`src/rtl/uart_pkg.sv`:
```
// rtl/uart_pkg.sv - shared UART definitions for the TX and RX paths
//   Frame FSM state encoding, frame geometry constants and the
//   clock-divider helper. No ports.
//   Optional feature macro: UART_TX_PARITY_EN (ST_PARITY is only entered
//   by the TX FSM when it is defined).
package uart_pkg;

  localparam int DATA_BITS = 8;
  localparam int STOP_BITS = 1;

  typedef enum logic [2:0] {
    ST_IDLE   = 3'd0,
    ST_START  = 3'd1,
    ST_DATA   = 3'd2,
    ST_PARITY = 3'd3,
    ST_STOP   = 3'd4
  } uart_state_e;

  // System clocks per line bit, integer-truncated.
  function automatic int clks_per_bit(input int clk_freq, input int baud);
    return clk_freq / baud;
  endfunction

endpackage

```
`src/rtl/uart_tx_fifo.sv`:
```
// rtl/uart_tx_fifo.sv - synchronous byte FIFO for the UART transmitter
//   clk      in   system clock
//   rst      in   asynchronous active-high reset
//   wr_en    in   push wr_data (ignored while full)
//   wr_data  in   byte to push
//   rd_en    in   pop head byte (ignored while empty)
//   rd_data  out  head byte, valid whenever not empty (show-ahead)
//   count    out  number of stored bytes
//   full     out  count == DEPTH
//   empty    out  count == 0
module uart_tx_fifo #(
  parameter int DEPTH = 8,
  localparam int PW = $clog2(DEPTH),
  localparam int CW = PW + 1
) (
  input  logic          clk,
  input  logic          rst,
  input  logic          wr_en,
  input  logic [7:0]    wr_data,
  input  logic          rd_en,
  output logic [7:0]    rd_data,
  output logic [CW-1:0] count,
  output logic          full,
  output logic          empty
);

  logic [7:0]    mem [DEPTH];
  logic [PW-1:0] wr_ptr;
  logic [PW-1:0] rd_ptr;
  logic          wr_ok;
  logic          rd_ok;

  assign full    = (count == CW'(DEPTH));
  assign empty   = (count == '0);
  assign wr_ok   = wr_en && !full;
  assign rd_ok   = rd_en && !empty;
  assign rd_data = mem[rd_ptr];

  // Storage needs no reset: a cleared count makes old contents unreachable.
  always_ff @(posedge clk) begin
    if (wr_ok) mem[wr_ptr] <= wr_data;
  end

  always_ff @(posedge clk or posedge rst) begin
    if (rst) begin
      wr_ptr <= '0;
      rd_ptr <= '0;
      count  <= '0;
    end else begin
      if (wr_ok) wr_ptr <= wr_ptr + 1'b1;
      if (rd_ok) rd_ptr <= rd_ptr + 1'b1;
      case ({wr_ok, rd_ok})
        2'b10:   count <= count + 1'b1;
        2'b01:   count <= count - 1'b1;
        default: count <= count;
      endcase
    end
  end

endmodule

```
`src/rtl/uart_fifo_tx.sv`:
```
// rtl/uart_fifo_tx.sv - buffered 8N1 UART transmitter (FIFO + divider + frame FSM)
//   i_clk      in   system clock
//   i_reset    in   asynchronous active-high reset
//   i_wr_en    in   write strobe, pushes i_wr_data when not full
//   i_wr_data  in   byte to transmit
//   o_full     out  FIFO holds FIFO_DEPTH bytes
//   o_empty    out  FIFO holds no bytes
//   o_busy     out  frame in progress
//   o_tx_done  out  one-cycle pulse per completed frame
//   o_tx       out  registered serial line, idles high
//   Macro UART_TX_PARITY_EN adds an even-parity bit between data and stop.
module uart_fifo_tx
  import uart_pkg::*;
#(
  parameter int CLK_FREQ   = 50000000,
  parameter int BAUD       = 115200,
  parameter int FIFO_DEPTH = 8
) (
  input  logic       i_clk,
  input  logic       i_reset,
  input  logic       i_wr_en,
  input  logic [7:0] i_wr_data,
  output logic       o_full,
  output logic       o_empty,
  output logic       o_busy,
  output logic       o_tx_done,
  output logic       o_tx
);

  localparam int CPB     = clks_per_bit(CLK_FREQ, BAUD);
  localparam int CNT_W   = (CPB > 1) ? $clog2(CPB) : 1;
  localparam int FIFO_CW = $clog2(FIFO_DEPTH) + 1;
  localparam logic [CNT_W-1:0] CNT_LAST = CNT_W'(CPB - 1);
  localparam logic [2:0]       BIT_LAST = 3'(DATA_BITS - 1);

  uart_state_e          state, state_n;
  logic [CNT_W-1:0]     cnt, cnt_n;
  logic [2:0]           bit_idx, bit_n;
  logic [DATA_BITS-1:0] shift, shift_n;
  logic                 tx_n;
  logic                 done_n;
  logic                 pop;
  logic                 bit_end;
  logic [7:0]           fifo_rd_data;
  logic [FIFO_CW-1:0]   fifo_count;
`ifdef UART_TX_PARITY_EN
  logic                 parity_q, parity_n;
`endif

  uart_tx_fifo #(.DEPTH(FIFO_DEPTH)) u_fifo (
    .clk     (i_clk),
    .rst     (i_reset),
    .wr_en   (i_wr_en),
    .wr_data (i_wr_data),
    .rd_en   (pop),
    .rd_data (fifo_rd_data),
    .count   (fifo_count),
    .full    (o_full),
    .empty   (o_empty)
  );

  assign o_busy  = (state != ST_IDLE);
  assign bit_end = (cnt == CNT_LAST);

  always_comb begin
    state_n = state;
    cnt_n   = cnt;
    bit_n   = bit_idx;
    shift_n = shift;
    pop     = 1'b0;
    done_n  = 1'b0;
`ifdef UART_TX_PARITY_EN
    parity_n = parity_q;
`endif
    case (state)
      ST_IDLE: begin
        if (fifo_count != '0) begin
          pop     = 1'b1;
          shift_n = fifo_rd_data;
          cnt_n   = '0;
          state_n = ST_START;
`ifdef UART_TX_PARITY_EN
          parity_n = ^fifo_rd_data;
`endif
        end
      end
      ST_START: begin
        if (bit_end) begin
          cnt_n   = '0;
          bit_n   = '0;
          state_n = ST_DATA;
        end else begin
          cnt_n = cnt + 1'b1;
        end
      end
      ST_DATA: begin
        if (bit_end) begin
          cnt_n   = '0;
          shift_n = {1'b0, shift[DATA_BITS-1:1]};
          if (bit_idx == BIT_LAST) begin
`ifdef UART_TX_PARITY_EN
            state_n = ST_PARITY;
`else
            state_n = ST_STOP;
`endif
          end else begin
            bit_n = bit_idx + 1'b1;
          end
        end else begin
          cnt_n = cnt + 1'b1;
        end
      end
`ifdef UART_TX_PARITY_EN
      ST_PARITY: begin
        if (bit_end) begin
          cnt_n   = '0;
          state_n = ST_STOP;
        end else begin
          cnt_n = cnt + 1'b1;
        end
      end
`endif
      ST_STOP: begin
        if (bit_end) begin
          cnt_n   = '0;
          state_n = ST_IDLE;
          done_n  = 1'b1;
        end else begin
          cnt_n = cnt + 1'b1;
        end
      end
      default: begin
        cnt_n   = '0;
        state_n = ST_IDLE;
      end
    endcase

    // Line level is computed from the next state so the registered o_tx
    // lines up with the state register (o_tx falls the cycle after a pop).
    tx_n = 1'b1;
    case (state_n)
      ST_START:  tx_n = 1'b0;
      ST_DATA:   tx_n = shift_n[0];
`ifdef UART_TX_PARITY_EN
      ST_PARITY: tx_n = parity_n;
`endif
      default:   tx_n = 1'b1;
    endcase
  end

  always_ff @(posedge i_clk or posedge i_reset) begin
    if (i_reset) begin
      state     <= ST_IDLE;
      cnt       <= '0;
      bit_idx   <= '0;
      shift     <= '0;
      o_tx      <= 1'b1;
      o_tx_done <= 1'b0;
`ifdef UART_TX_PARITY_EN
      parity_q  <= 1'b0;
`endif
    end else begin
      state     <= state_n;
      cnt       <= cnt_n;
      bit_idx   <= bit_n;
      shift     <= shift_n;
      o_tx      <= tx_n;
      o_tx_done <= done_n;
`ifdef UART_TX_PARITY_EN
      parity_q  <= parity_n;
`endif
    end
  end

endmodule

```
`config.mk`:
```
export PLATFORM = sky130hd
export DESIGN_NAME = uart_fifo_tx
export DESIGN_NICKNAME = d
export VERILOG_FILES = /design/src/rtl/uart_pkg.sv /design/src/rtl/uart_tx_fifo.sv /design/src/rtl/uart_fifo_tx.sv
export SDC_FILE = /design/constraint.sdc
export NUM_CORES = 1
export LEC_CHECK = 0
export ABC_AREA = 1
export CORE_MARGIN = 5
export CORE_UTILIZATION = 55
export CTS_BUF_LIST = sky130_fd_sc_hd__clkbuf_8
export DETAILED_ROUTE_END_ITERATION = 8
export DONT_BUFFER_PORTS = 1
export GPL_TIMING_DRIVEN = 0
export PLACE_DENSITY = 0.7
export SETUP_SLACK_MARGIN = 0.1
export SLEW_MARGIN = 20
export SYNTH_ARGS = -nofsm -noshare
export SYNTH_HDL_FRONTEND = slang
export SYNTH_SLANG_ARGS = --single-unit
```
`constraint.sdc`:
```
create_clock -name i_clk -period 3.6 [get_ports i_clk]
set_clock_uncertainty 0.2 [all_clocks]
set_input_delay 0.54 -clock i_clk [delete_from_list [all_inputs] [get_ports i_clk]]
set_output_delay 0.54 -clock i_clk [all_outputs]
set_load 0.005 [all_outputs]
```
==> results of run 1 <==
[metal layers]
layer  GRT usage [%]  vias up
met5               0        -
met1            23.6     1389
met3            4.98        9
li1                -     1407
met4            4.73        0
met2            31.8       60
[worst reg2reg max path, delay by kind of cell (launching register included)]
kind	cells	cell delay, ps
AO/OA/AOI/OAI	3	380
XOR/XNOR	1	160
adder cells (fa/ha/maj)	2	590
buffers and inverters	2	260
flip-flops	1	430
AND/OR/NAND/NOR	4	540
[power by group]
part / internal, mW / switching [mW] / total [mW]
Clock: 0.273 / 0.419 / 0.693
Sequential: 1.37 / 0.0562 / 1.42
Combinational: 0.0804 / 0.200 / 0.281
[layout make-up]
| cell class | instances | area [um2] | share of cell area [%] |
|---|---|---|---|
| tap | 102 | 128 | 2.70 |
| multi-input combinational | 259 | 1380 | 29.3 |
| timing repair buffer | 1 | 10.0 | 0.212 |
| clock buffer | 9 | 124 | 2.62 |
| inverter | 39 | 150 | 3.18 |
| clock inverter | 7 | 66.3 | 1.40 |
| buffer | 11 | 62.6 | 1.33 |
| sequential | 99 | 2800 | 59.3 |
[placed cells by master (no fill, tap or decap), types with 2 or more instances in the layout]
| master | n |
|---|---|
| o21ai_1 | 3 |
| nand2_1 | 65 |
| nor2_2 | 4 |
| nor2_4 | 2 |
| nor2_1 | 60 |
| edfxtp_1 | 64 |
| o211ai_1 | 12 |
| clkbuf_8 | 9 |
| inv_1 | 28 |
| o21ai_0 | 40 |
| a31oi_1 | 2 |
| ha_1 | 9 |
| nor3b_2 | 2 |
| nand3_1 | 26 |
| inv_8 | 4 |
| inv_6 | 2 |
| inv_2 | 8 |
| o21ai_2 | 2 |
| dfrtp_1 | 34 |
| nand3_2 | 4 |
| buf_2 | 7 |
| xor2_1 | 5 |
| nand2_2 | 6 |
| nand2_4 | 2 |
| a21oi_1 | 6 |
| clkinv_1 | 2 |
[flip-flops by register name, summed over array words and instances, names as in the netlist]
name           cells
u_fifo.rd_ptr      3
u_fifo.wr_ptr      3
o_tx_done          1
u_fifo.count       4
o_tx               1
u_fifo.mem        64
cnt                9
state              3
bit_idx            3
shift              8
[cells by family after synthesis]
group / Yosys count
fa+ha+maj: 10
buf+inv: 50
flops: 99
xor+xnor: 6
simple gates: 176
compound gates: 67
[final timing paths]
path | to | from | depth (start not counted)
worst max register to register | u_fifo.count[3] | u_fifo.count[0] | 12
worst max-delay path | u_fifo.count[3] | u_fifo.count[0] | 12
max in group asynchronous | u_fifo.wr_ptr[0] | i_reset | 2
worst min register to register | shift[4] | shift[4] | 2
min in group asynchronous | cnt[4] | i_reset | 2
worst min-delay path | u_fifo.mem[1][5] | i_wr_data[5] | 0
[what timing repair did]
item                                    in CTS  in global routing
hold endpoints to repair                    34                  0
hold buffers                                 1                  0
endpoints found under the setup margin       0                  0
==> summary.md, run 1 <==
| Metric | Value |
|---|---|
| Clk Latency, worst-skew pair | `roughly 370 ps` |
| Top layer reached by signal wires | `met4` |
| Cell Area, Synth | `approximately 0.0044 mm2` |
| Synth async-reset ratio | `a little over a third` |
| Dominant combinational cell family by area after synthesis | `simple AND/OR/NAND/NOR gates` |
| Tot GR Track Use | `between 10% and 20%` |
| Final WS setup | `931 ps` |
| Met2 wire len | `between 4000 and 5000 um` |
| Vias in the first global route | `a little under 3,000` |
| Post-Syn Nets | `~430` |
| Placed Instances | `510` |
| Fillcell total | `between 600 and 700` |
| Wire length of the first global-routing pass | `between 10,000 and 15,000 um` |
| DRT antenna net count | `0` |
| Power Density | `~510 mW/mm2` |
| Post-CTS setup buffer count | `0` |
| Crit end category | `flop` |
| Cts bufs inserted | `9` |
| Setup CP Type | `flop to flop` |
| Share of the synthesized area in the top cell type | `between 40 and 50%` |
| CP startpoint kind | `flop` |
| H-tree depth | `3` |
| Fraction of layout cells with a size suffix above 1 | `14.1%` |
| Crit path buf inv count | `2` |
| Period minus WS final | `around 2700 ps` |
| PortBufs | `0` |
| Post-placement cell area | `0.00452 mm2` |
| Post-CTS Resized | `0` |
| Part of the cycle the worst path needs | `between 70% and 80%` |
| Compound-Gate Fraction of Synth Area | `between 8 and 9%` |
| Drt total wl | `about 8300 um` |
| DR WL/cell | `15.8 um` |
| Yosys top cell by area | `edfxtp_1` |
| Register area share after synthesis | `a little under two thirds` |
| Post-synthesis mux area share | `0%` |
| Cell Rows | `32` |
| Slowest cell on crit path | `dfrtp_1` |
| Post-synth top cells | `nand2_1, edfxtp_1, nor2_1, o21ai_0, dfrtp_1` |
| Core area | `a little under 0.008 mm2` |
| Pwr Total | `2.40 mW` |
| Post-Synth XOR/XNOR Area | `1.20%` |
| Routed wl met3 | `about 370 um` |
| Largest net degree at the start of global routing | `36` |
| F_max | `~370 MHz` |
| Count of pins over their slew limit | `0` |
| Crit-path max cell delay | `430 ps` |
| Synth Flop Type | `edfxtp_1` |
| WP data arrival | `between 2000 and 3000 ps` |
| Place WS | `between 900 and 1000 ps` |
| RSZ-0062 raised after global routing | `no` |
| Crit path max fanout | `10` |
| DRT Pass-1 Iters | `5` |
| Root buffer cell | `clkbuf_8` |
| Initial antenna violation count | `0` |
| Most frequent cell after synthesis | `nand2_1` |
| Non-Filler Instances | `roughly 530` |
| Post-synth EDFFs | `64` |
| Synthesis warning total | `0` |
| DRC | `0` |
| Area contributors post-synth | `edfxtp_1, dfrtp_1, nand2_1` |
| Initial DRC count | `between 150 and 200` |
| HP Class | `input port to flop` |
| Routed length on met1 | `around 3700 um` |
| Worst-path clk slew | `~100 ps` |
| I/O Pins | `16` |
| Pleak | `1.91 nW` |
| Routed vias/inst | `roughly 5.4` |
| Crit path required time | `~3700 ps` |
| Reg2Reg Setup Slack | `930 ps` |
| Final setup viols | `0` |
| Crit path cell chain | `nor2_1, nand3_2, nand2_2, clkinv_2, buf_6, ha_1, ha_1, a21oi_1, nand2_1, a21oi_1, o21ai_0, xor2_1` |
| DPL Wire Length | `around 5600 um` |
| Syn Inst Count | `408` |
| Final net count | `between 400 and 500` |
| Grt ovf | `0` |
| Max_slew headroom | `approximately 34%` |
| Clk sink count | `around 100` |
| Die W | `just under 100 um` |
| Largest delay share family, worst path | `adder cells` |
| Synth cell types | `39` |
| Run status | `completed` |
| Die area | `between 0.009 and 0.01 mm2` |
| Area Overhead vs Synth | `7.46%` |
| Final Hold Viols | `0` |
| CTS tree | `built` |
| Adder-cell share of the synthesized area | `under 10%` |
| Yosys reg bits | `99` |
| Post-Synth Simple-Gate Area | `~19%` |
| Routability cong. | `just under 0.8` |
| Final Core Density | `roughly three fifths` |
| Worst slew pin tran | `approximately 990 ps` |
| Max_cap viols | `0` |
| Design Area, Final | `around 0.0047 mm2` |
| Syn_area_per_cell | `between 10 and 15 um2` |
| Max VDD drop | `0.341 mV` |
| Setup TNS | `0 ps` |
| Worst hold slack | `around 55 ps` |
| Via count | `2,865` |
| Die Y-Extent | `roughly 99 um` |
| Ant. Diodes | `0` |
| Deepest clock path buffer count | `2` |
| Initial Util | `56.6%` |
No activity file was read; power rests on OpenSTA's default activity.
==> run 2: changes to the inputs <==
--- a/config.mk
+++ b/config.mk
@@ -5,14 +5,14 @@
 export SDC_FILE = /design/constraint.sdc
 export NUM_CORES = 1
 export LEC_CHECK = 0
-export ABC_AREA = 1
+export ABC_AREA = 0
 export CORE_MARGIN = 5
 export CORE_UTILIZATION = 55
 export CTS_BUF_LIST = sky130_fd_sc_hd__clkbuf_8
 export DETAILED_ROUTE_END_ITERATION = 8
 export DONT_BUFFER_PORTS = 1
 export GPL_TIMING_DRIVEN = 0
-export PLACE_DENSITY = 0.7
+export PLACE_DENSITY = 0.73
 export SETUP_SLACK_MARGIN = 0.1
 export SLEW_MARGIN = 20
 export SYNTH_ARGS = -nofsm -noshare
==> constraint.sdc (replaced) <==
create_clock -name i_clk -period 2.42 [get_ports i_clk]
set_clock_uncertainty 0.2 [all_clocks]
set_input_delay 0.363 -clock i_clk [delete_from_list [all_inputs] [get_ports i_clk]]
set_output_delay 0.363 -clock i_clk [all_outputs]
set_load 0.005 [all_outputs]
==> run 2 against run 1 <==
The flow now finishes with violations (negative setup slack). Cell count decreased by 23%. Maximum frequency increased by 9.0%. Sequential share of layout area decreased by 0.81 points. Wire length decreased by 13%. Worst hold slack improved by 96 ps. Final area increased by 1.4%. Combinational power increased to 5.4 times the previous value.
==> summary.md, run 2 <==
| Metric | Value |
|---|---|
| Area Overhead vs Synth | `13.3%` |
| CP startpoint kind | `flop` |
| DPL Wire Length | `4780 um (-15%)` |
| WP data arrival | `2540 ps (-180 ps)` |
| GRT met3 Usage | `5.10% (+0.12 points)` |
| Clk Latency, worst-skew pair | `360 ps (about the same)` |
| Post-synth EDFFs | `64 (unchanged)` |
| Part of the cycle the worst path needs | `101% (+27 points)` |
| Initial DRC count | `155 (-9.9%)` |
| Crit path buf inv count | `1 (-1)` |
| Violated checks | `negative setup slack` |
| Post-synth top cells | `edfxtp_1, dfrtp_1, nand2_1, mux4_2, nor2_1` |
| Cell Rows | `32 (unchanged)` |
| Synth Flop Type | `edfxtp_1` |
| Die area | `0.00954 mm2 (-3.4%)` |
| Syn_area_per_cell | `15.5 um2 (+44%)` |
| Synthesis warning total | `0 (unchanged)` |
| Largest regs | `u_fifo.mem x64, cnt x9, shift x8` |
| H-tree depth | `3 (unchanged)` |
| Worst hold slack | `151 ps (+96.0 ps)` |
| Largest delay share family, worst path | `simple AND/OR/NAND/NOR gates` |
| Worst path depth | `9 (-3)` |
| Slowest cell on crit path | `or4_4` |
| Top cell by count, worst path | `ha_4` |
| Crit end category | `flop` |
| Period minus WS final | `2450 ps (-221 ps)` |
| Final Core Density | `62.9% (+2.2 points)` |
| CTS tree | `built` |
| Grt ovf | `0 (unchanged)` |
| Clk sink count | `99 (unchanged)` |
| Max_slew headroom | `46.1% (+13 points)` |
| DRT Pass-1 Iters | `4 (-1)` |
| Final setup viols | `1 (+1)` |
| Yosys reg bits | `99 (unchanged)` |
| Die W | `97.7 um (-1.7%)` |
| Worst slew pin tran | `804 ps (-189 ps)` |
| DR WL/cell | `18.0 um (+14%)` |
| Cts bufs inserted | `9 (unchanged)` |
| DRC | `0 (unchanged)` |
| Ant. Diodes | `0 (unchanged)` |
| Crit path cell chain | `or4_4, nand2_4, inv_4, ha_4, ha_4, a21o_1, a21oi_2, mux2i_1, xnor2_1` |
| Final Hold Viols | `0 (unchanged)` |
| Crit path required time | `2510 ps (-1140 ps)` |
| Root buffer cell | `clkbuf_8` |
| Vias in the first global route | `2,385 (-18%)` |
| Initial antenna violation count | `0 (unchanged)` |
| Routed vias/inst | `5.76 (+6.0%)` |
| Cell Area, Synth | `0.00423 mm2 (-3.8%)` |
| Max VDD drop | `0.623 mV (+83%)` |
| Leading cell type in the layout, fill and taps excluded | `edfxtp_1` |
| Wire length of the first global-routing pass | `12,100 um (-15%)` |
| Die Y-Extent | `97.7 um (-1.7%)` |
| Crit path max fanout | `4 (-6)` |
| Reg2Reg Setup Slack | `-30 ps (-960 ps)` |
| Worst Setup SP | `u_fifo.count[3]` |
| Reg2Reg Launch Point | `u_fifo.count[3]` |
| DRT antenna net count | `0 (unchanged)` |
| Commonest non-fill, non-tap cells in the layout | `edfxtp_1, dfrtp_1, nand2_1, mux4_2` |
| Share of the synthesized area in the top cell type | `45.5% (+1.7 points)` |
| HP Class | `input port to flop` |
| Syn Inst Count | `273 (-33%)` |
| Most frequent cell after synthesis | `edfxtp_1` |
| Worst-path clk slew | `100 ps (about the same)` |
| Post-Syn Nets | `294 (-31%)` |
| I/O Pins | `16 (unchanged)` |
| PortBufs | `0 (unchanged)` |
| Register area share after synthesis | `66.2% (+2.5 points)` |
| Area contributors post-synth | `edfxtp_1, dfrtp_1, mux4_2` |
| Run status | `finished, violations left` |
| F_max | `409 MHz (+9.0%)` |
| Grt met2 use | `26.9% (-4.8 points)` |
| Crit-path max cell delay | `590 ps (+160 ps)` |
| Final WS setup | `-27.9 ps (-959 ps)` |
| Via count | `2,328 (-19%)` |
| Deepest clock path buffer count | `2 (unchanged)` |
| Pleak | `1.76 nW (-7.5%)` |
| Reg-to-Reg End | `u_fifo.count[3]` |
| Routability cong. | `0.828 (+6.5%)` |
| Met1 GRT Util | `20.9% (-2.7 points)` |
| Count of pins over their slew limit | `0 (unchanged)` |
| Max_cap viols | `0 (unchanged)` |
| Tot GR Track Use | `16.4% (-2.2 points)` |
| Final net count | `319 (-28%)` |
| Synth cell types | `44 (+13%)` |
| R2R depth | `9 (-3)` |
| Drt total wl | `7270 um (-13%)` |
| Core area | `0.00761 mm2 (-2.1%)` |
| Largest net degree at the start of global routing | `36 (unchanged)` |
| Fraction of layout cells with a size suffix above 1 | `24.8% (+11 points)` |
| Power Density | `1030 mW/mm2 (+100%)` |
| RSZ-0062 raised after global routing | `yes` |
| CP endpoint | `u_fifo.count[3]` |
| Most Used Layer, Global Route | `met2` |
| Max reg flops | `64 (unchanged)` |
| Yosys top cell by area | `edfxtp_1` |
| Largest register by flop count | `u_fifo.mem` |
| Fillcell total | `566 (-13%)` |
| Setup CP Type | `flop to flop` |
| Synth async-reset ratio | `35.4% (unchanged)` |
| Initial Util | `55.5% (-1.0 points)` |
## run 2: cell count changes after synthesis, sizes merged, moves of 8 or more
cell    before  now
nor2        67   15
o21ai       45    8
mux2i        0   11
o211ai      12    0
inv         36   10
nand2       73   18
a31oi        2   10
mux4         0   16
nand3       30    9
nor3         1    9
## run 2: worst min path at each step
| stage | startpoint | end | slack (ps) | cells after the start |
|---|---|---|---|---|
| CTS | i_wr_en | u_fifo.wr_ptr[0] | 140 | 2 |
| finish | i_wr_en | u_fifo.wr_ptr[0] | 150 | 2 |
| floorplan | i_wr_data[0] | u_fifo.mem[0][0] | 260 | 0 |
| detailed placement | i_reset | u_fifo.count[0] | 210 | 1 |
| global placement | i_wr_data[2] | u_fifo.mem[1][2] | 260 | 0 |
| global route | i_wr_en | u_fifo.wr_ptr[0] | 140 | 2 |
## run 2: metal layers
layer	part of all wire [%]	up-vias
met5	0	-
met4	1.1	0
met3	3.7	10
met2	51	39
met1	44	1173
li1	-	1106
## run 2: logic make-up after synthesis
logic type / Yosys count / synth area share (%)
XOR/XNOR: 10 / 2.07
adder cells (fa/ha/maj): 10 / 3.14
flip-flops: 99 / 66.2
AO/OA/AOI/OAI: 36 / 5.86
AND/OR/NAND/NOR: 69 / 8.71
multiplexers: 29 / 11.7
buffers and inverters: 20 / 2.31
## run 2: per-stage QoR
| step | area, um2 | setup TNS [ps] | worst slack [ps] | std cells | total power [mW] |
|---|---|---|---|---|---|
| after floorplan | 4270 | 0 | 39.1 | 273 | 3.50 |
| after CTS | 4740 | -34.1 | -34.1 | 403 | 4.92 |
| after global routing | 4790 | -122 | -122 | 404 | 5.28 |
| final | 4790 | -27.9 | -27.9 | 404 | 4.95 |
| after detailed placement | 4430 | -2710 | -181 | 375 | 3.87 |
| after global placement | 4400 | -16070 | -519 | 375 | 3.79 |
## run 2: area by class of cell
| type | count | area (um2) | area share, % |
|---|---|---|---|
| Buffer | 10 | 72.6 | 1.52 |
| Clock buffer | 9 | 124 | 2.59 |
| Clock inverter | 6 | 58.8 | 1.23 |
| Inverter | 10 | 40.0 | 0.836 |
| Multi-Input combinational cell | 154 | 1440 | 30.0 |
| Sequential cell | 99 | 2800 | 58.5 |
| Tap cell | 102 | 128 | 2.67 |
| Timing Repair Buffer | 14 | 128 | 2.67 |
## run 2: repair_timing
item                                    4_1_cts  5_1_grt
endpoints found under the hold margin        98        0
gates resized for setup                       4       11
endpoints found under the setup margin       67       54
hold buffers                                  9        0
buffers inserted                              4        1
pin swaps                                     2        0
## run 2: worst register-to-register path: cells and delay by family, from the launching register on
| kind | cells | cell delay, ps |
|---|---|---|
| buf+inv | 1 | 50 |
| simple gates | 2 | 690 |
| flops | 1 | 410 |
| xor+xnor | 1 | 140 |
| fa+ha+maj | 2 | 380 |
| compound gates | 2 | 280 |
| mux | 1 | 240 |
## run 2: report_power, final
group / internal, mW / switching (mW)
combinational: 0.757 / 0.752
clock: 0.390 / 0.588
sequential: 2.18 / 0.278
